## config.mk

```make
export PLATFORM = sky130hd
export DESIGN_NAME = universal_counter_n
export DESIGN_NICKNAME = d
export VERILOG_FILES = /design/src/rtl/universal_counter_n.sv
export SDC_FILE = /design/constraint.sdc
export NUM_CORES = 1
export LEC_CHECK = 0
export BUFFER_PORTS_ARGS = -buffer_cell sky130_fd_sc_hd__buf_2
export CAP_MARGIN = 20
export CORE_MARGIN = 2
export CORE_UTILIZATION = 25
export DETAILED_ROUTE_END_ITERATION = 16
export GPL_TIMING_DRIVEN = 0
export PLACE_DENSITY = 0.51
export SETUP_SLACK_MARGIN = 0.15
export SLEW_MARGIN = 20
export SYNTH_ARGS = -nofsm -noshare
export SYNTH_HDL_FRONTEND = slang
export SYNTH_SLANG_ARGS = --single-unit
```

## constraint.sdc

```tcl
create_clock -name CLK -period 3.25 [get_ports CLK]
set_input_delay 0.65 -clock CLK [delete_from_list [all_inputs] [get_ports CLK]]
set_output_delay 0.65 -clock CLK [all_outputs]
set_load 0.01 [all_outputs]
```

## src/rtl/universal_counter_n.sv

```systemverilog
// universal_counter_n: parametrised synchronous modulo-N up/down counter with
// 74LS161-style ENP/ENT enables, combinational ripple carry (RCO) for
// cascading, parallel load with clamping to MODULUS-1, and a registered
// one-cycle WRAP pulse that follows every wrapping edge.
module universal_counter_n #(
  parameter int              WIDTH   = 4,
  parameter longint unsigned MODULUS = 16,
  parameter longint unsigned RST_VAL = 0
) (
  input  logic             CLK,
  input  logic             CLR_n,
  input  logic             LOAD_n,
  input  logic             ENP,
  input  logic             ENT,
  input  logic             UP_DN,
  input  logic [WIDTH-1:0] D,
  output logic [WIDTH-1:0] Q,
  output logic             RCO,
  output logic             WRAP
);

  // Elaboration-time parameter checks: an illegal combination stops the build.
  generate
    if (WIDTH < 1 || WIDTH > 32) begin : g_bad_width
      $error("universal_counter_n: WIDTH must be in 1..32");
    end
    if (MODULUS < 2 || MODULUS > (64'd1 << WIDTH)) begin : g_bad_modulus
      $error("universal_counter_n: MODULUS must be in 2..2**WIDTH");
    end
    if (RST_VAL >= MODULUS) begin : g_bad_rst_val
      $error("universal_counter_n: RST_VAL must be below MODULUS");
    end
  endgenerate

  // Largest legal count value and the reset value at counter width.
  localparam logic [WIDTH-1:0] MAX_Q = WIDTH'(MODULUS - 64'd1);
  localparam logic [WIDTH-1:0] RST_Q = WIDTH'(RST_VAL);

  logic [WIDTH-1:0] q_reg;
  logic [WIDTH-1:0] q_next;
  logic             wrap_reg;
  logic             wrap_next;
  logic             count_en;
  logic             at_top;
  logic             at_bottom;

  assign count_en  = ENP & ENT;
  assign at_top    = (q_reg == MAX_Q);
  assign at_bottom = (q_reg == '0);

  // Next-state selection: load beats counting; wrap is flagged only on the
  // edge that moves across the modulus boundary in the current direction.
  always_comb begin
    q_next    = q_reg;
    wrap_next = 1'b0;
    if (!LOAD_n) begin
      q_next = (D > MAX_Q) ? MAX_Q : D;
    end else if (count_en) begin
      if (UP_DN) begin
        if (at_top) begin
          q_next    = '0;
          wrap_next = 1'b1;
        end else begin
          q_next = q_reg + WIDTH'(1);
        end
      end else begin
        if (at_bottom) begin
          q_next    = MAX_Q;
          wrap_next = 1'b1;
        end else begin
          q_next = q_reg - WIDTH'(1);
        end
      end
    end
  end

  // State register; the synchronous clear overrides load, count and any
  // wrap pulse that would otherwise have been produced on this edge.
  always_ff @(posedge CLK) begin
    if (!CLR_n) begin
      q_reg    <= RST_Q;
      wrap_reg <= 1'b0;
    end else begin
      q_reg    <= q_next;
      wrap_reg <= wrap_next;
    end
  end

  // Ripple carry: terminal value depends on direction, gated by ENT only,
  // so a chain of stages sees the carry with no added latency.
  always_comb begin
    RCO = ENT & (UP_DN ? at_top : at_bottom);
  end

  assign Q    = q_reg;
  assign WRAP = wrap_reg;

endmodule

```

* After elaboration in Yosys (flattened, before gate mapping)
Cells that the tools add are included.
Word-level totals: output and inout port bits 6, register bits after elaboration 5, memories kept 0, latch bits 0, ROM bits 0, word-level logic and storage cells 21, RAM bits 0
Operators by class: order comparisons 1, bitwise logic cells 2, multipliers 0, mux-type cells 10, reductions and logical operators 2, shift-type cells 0, eq/ne operators 2, div/mod/pow operators 0, add/sub/neg operators 2
Operator list (number):
- two-way mux 4 bit | 6
- adder 4 x 1 -> 4 bit, second input constant | 1
- equality test 4 bit, second input constant | 1
- > comparator 4 bit, second input constant | 1
- zero test 4 bit | 1
- two-way mux 1 bit | 4
- subtractor 4 x 1 -> 4 bit, second input constant | 1
- AND reduction 3 bit | 1
- bitwise AND 1 bit | 2
- != test 2 x 1 -> 1 bit, second input constant | 1

* Depth between registers and ports, before layout
word-level depth 5, gate-level depth with buffers 7, depth with buffers taken out 6

* Least setup slack after synthesis
No wires, ideal clock.
kind in2out, from in UP_DN, to out RCO, setup slack 1140 ps, arrival time 1460 ps, stages 4, buffers on the path 1, required time 2600 ps, cells stage by stage buf_2 > or3b_4 > o21ai_2 > and2_1
Between the ends: word-level cells in the longest chain between the ends 2
Ends and longest elaborated chain:
- from (decl) | line 15 | input logic UP_DN,
- two-way mux 1 bit | line 92 | RCO = ENT & (UP_DN ? at_top : at_bottom);
- bitwise AND 1 bit | line 92
- to (decl) | line 18 | output logic RCO,
Every way passes these cells.

* Worst setup path in the final report
from reg q_reg[0] (netlist: Q[0]), to out RCO
Between the ends: word-level cells in the longest chain between the ends 3, elaborated cells between the ends (all ways) 4, classes of those cells eq/ne (1); mux (1); bitwise (1); reduce/logical (1)
Ends and longest elaborated chain:
- from (decl) | line 39 | logic [WIDTH-1:0] q_reg;
- from (signal assigned) | line 84 | q_reg <= q_next;
- equality test 4 bit / zero test 4 bit (equally long branches) | line 48, 49
- two-way mux 1 bit (*) | line 92
- bitwise AND 1 bit (*) | line 92
Every way passes the cells marked *; elsewhere a longest branch is shown, timed or not.

==> impl_metrics.json <==
{
  "fin_ws_ns": 0.831,
  "avgViaCountPerCell": 5.28,
  "holdWs_ns": 0.648,
  "fin_crit_sh_pct": 74.4,
  "wire_per_inst_um": 11.7,
  "firstDrtPassIters": 4,
  "vias": 422,
  "cts_resized": 0,
  "overflow": 0,
  "ctsHoldBuffers": 0,
  "cts_tree": "yes",
  "cts_max_level": 1,
  "netlist_area_sq_um": 388,
  "num_antenna_cells": 0,
  "ys_warn_count": 0,
  "rows": 14,
  "num_io_pins": 16,
  "placed_cell_area_sq_um": 473,
  "async_flop_share_pct": 0,
  "cts_setup_buffers": 0,
  "syn_inst": 47,
  "drv_cap": 0,
  "crit_path_end_kind": "output port",
  "ys.flop_type": "dfxtp_1",
  "final_cell_mix": "15 x buf_2, 5 x dfxtp_1, 3 x nand2_1, 3 x a31oi_1, 3 x clkbuf_4",
  "status": "finished, final reports clean",
  "syn_area_per_cell_sq_um": 8.25,
  "dieArea_sq_um": 1880,
  "worst_pin_slew_ns": 0.351,
  "total_power_mw": 0.197,
  "final_common_cell": "buf_2",
  "post-route-drc-count": 0,
  "drive_gt1_share_pct": 35.9,
  "core_area_sq_um": 1470,
  "vdd_drop_max_uv": 222,
  "drt-total-wl_um": 932,
  "p_leak_nw": 0.231,
  "gp_congestion": 0.741,
  "die_w_um": 43.4,
  "port_buffers": 13,
  "hold_viol": 0,
  "setup_violations": 0,
  "slew_viol_final": 0,
  "fill_cells": 177,
  "clkSinkCount": 5,
  "clockBufferDepth": 2,
  "critical_path_class": "reg -> out",
  "clock_latency_ns": 0.24,
  "rsz0062_at_grt": "false",
  "grt_max_degree": 11,
  "worstPathRequired_ns": 2.60,
  "gr-usage-all-layers_pct": 10.9,
  "hpwl_um": 720,
  "cts.clk_slew.worst_paths_ns": 0.04,
  "synth-seq-cells": 5,
  "antenna_found_initial": 0,
  "tns_ns": 0,
  "first_global_vias": 370,
  "fmax_mhz": 413,
  "dp_cells": 76,
  "initial_utilization_pct": 26.4,
  "syn_nets": 59,
  "fin_area_sq_um": 499,
  "critPathArrivalTime_ns": 1.77,
  "yosysSeqAreaShare_pct": 25.8,
  "drtIter0Drc": 3,
  "area_delta_synth_final_pct": 28.7,
  "startpoint_type": "flip-flop",
  "final.setup_skew_ns": 0.00275,
  "fin_util_pct": 33.9,
  "die_y_um": 43.4,
  "path_max_fanout": 8,
  "finalNonFillerCells": 80,
  "final_antenna_net_count": 0,
  "cts-root-buf": "clkbuf_4",
  "fin_nets": 77,
  "grt_pass1_wl_um": 1480,
  "cts_buffers": 3,
  "powerDensity_nw_per_um2": 394,
  "min_path_type": "reg -> reg",
  "period_minus_slack_ns": 2.42,
  "pre_cts_slack_ns": 1.01,
  "ys_types": 30,
  "relSlewSlack_pct": 76.6,
  "synth_edf_count": 0
}
[sequential cells by signal, summed over array words and instances (netlist names)]
name  flops
WRAP      1
Q         4
[critical path: stages, from the launching register on]
cell     delay, ns
dfxtp_1       0.32
buf_2         0.17
inv_1         0.07
ha_1          0.17
or3b_4        0.40
o21ai_2       0.14
and2_1        0.13
buf_2         0.12
[report_power, final]
part           switching [mW]  internal (mW)  total (mW)
Combinational          0.0269         0.0268      0.0537
Clock                  0.0251         0.0464      0.0715
Sequential            0.00584         0.0658      0.0716
Total                  0.0578          0.139       0.197
[routing by layer]
| layer | GRT usage, % | vias up | wire [um] |
|---|---|---|---|
| met2 | 17.3 | 14 | 441 |
| met4 | 1.82 | 0 | 0 |
| met1 | 12.1 | 200 | 412 |
| met3 | 7.92 | 0 | 79 |
| met5 | 0 | - | 0 |
| li1 | - | 208 | - |
[synth_stat cells, drive strengths merged (2+ instances only)]
library cell | n | area [sq um]
a31oi | 3 | 18.8
xnor2 | 2 | 17.5
dfxtp | 5 | 100
o211ai | 2 | 15.0
o21ai | 4 | 23.8
ha | 2 | 25.0
inv | 2 | 7.51
and2 | 2 | 12.5
nand2 | 3 | 11.3
nor3 | 2 | 10.0
buf | 3 | 21.3
nor2 | 2 | 7.51
a21oi | 3 | 18.8
[final timing paths]
kind	from	end	slack, ns	cells past startpoint
setup / recovery	Q[0]	RCO	0.83	7
hold / removal	Q[3]	Q[3]	0.65	2
setup reg to reg	Q[0]	Q[3]	1.67	7
hold reg to reg	Q[3]	Q[3]	0.65	2
[layout make-up]
type                            instances  area (sq um)  share of cell area (%)
Inverter                                2          7.51                    1.50
Clock buffer                            4          26.3                    5.26
Buffer                                  4          25.0                    5.01
Tap cell                               16          20.0                    4.01
Sequential cell                         5           100                    20.1
Timing Repair Buffer                   13          65.1                    13.0
Multi-Input combinational cell         36           255                    51.1
[kinds of logic after synthesis]
kind of cell / after synthesis / share of synthesized area (%)
xor+xnor: 2 / 4.52
mux: 1 / 2.58
fa+ha+maj: 2 / 6.45
buf+inv: 6 / 8.39
flops: 5 / 25.8
compound gates: 18 / 32.9
simple gates: 13 / 19.4
Power figures use the tool's default switching activity.
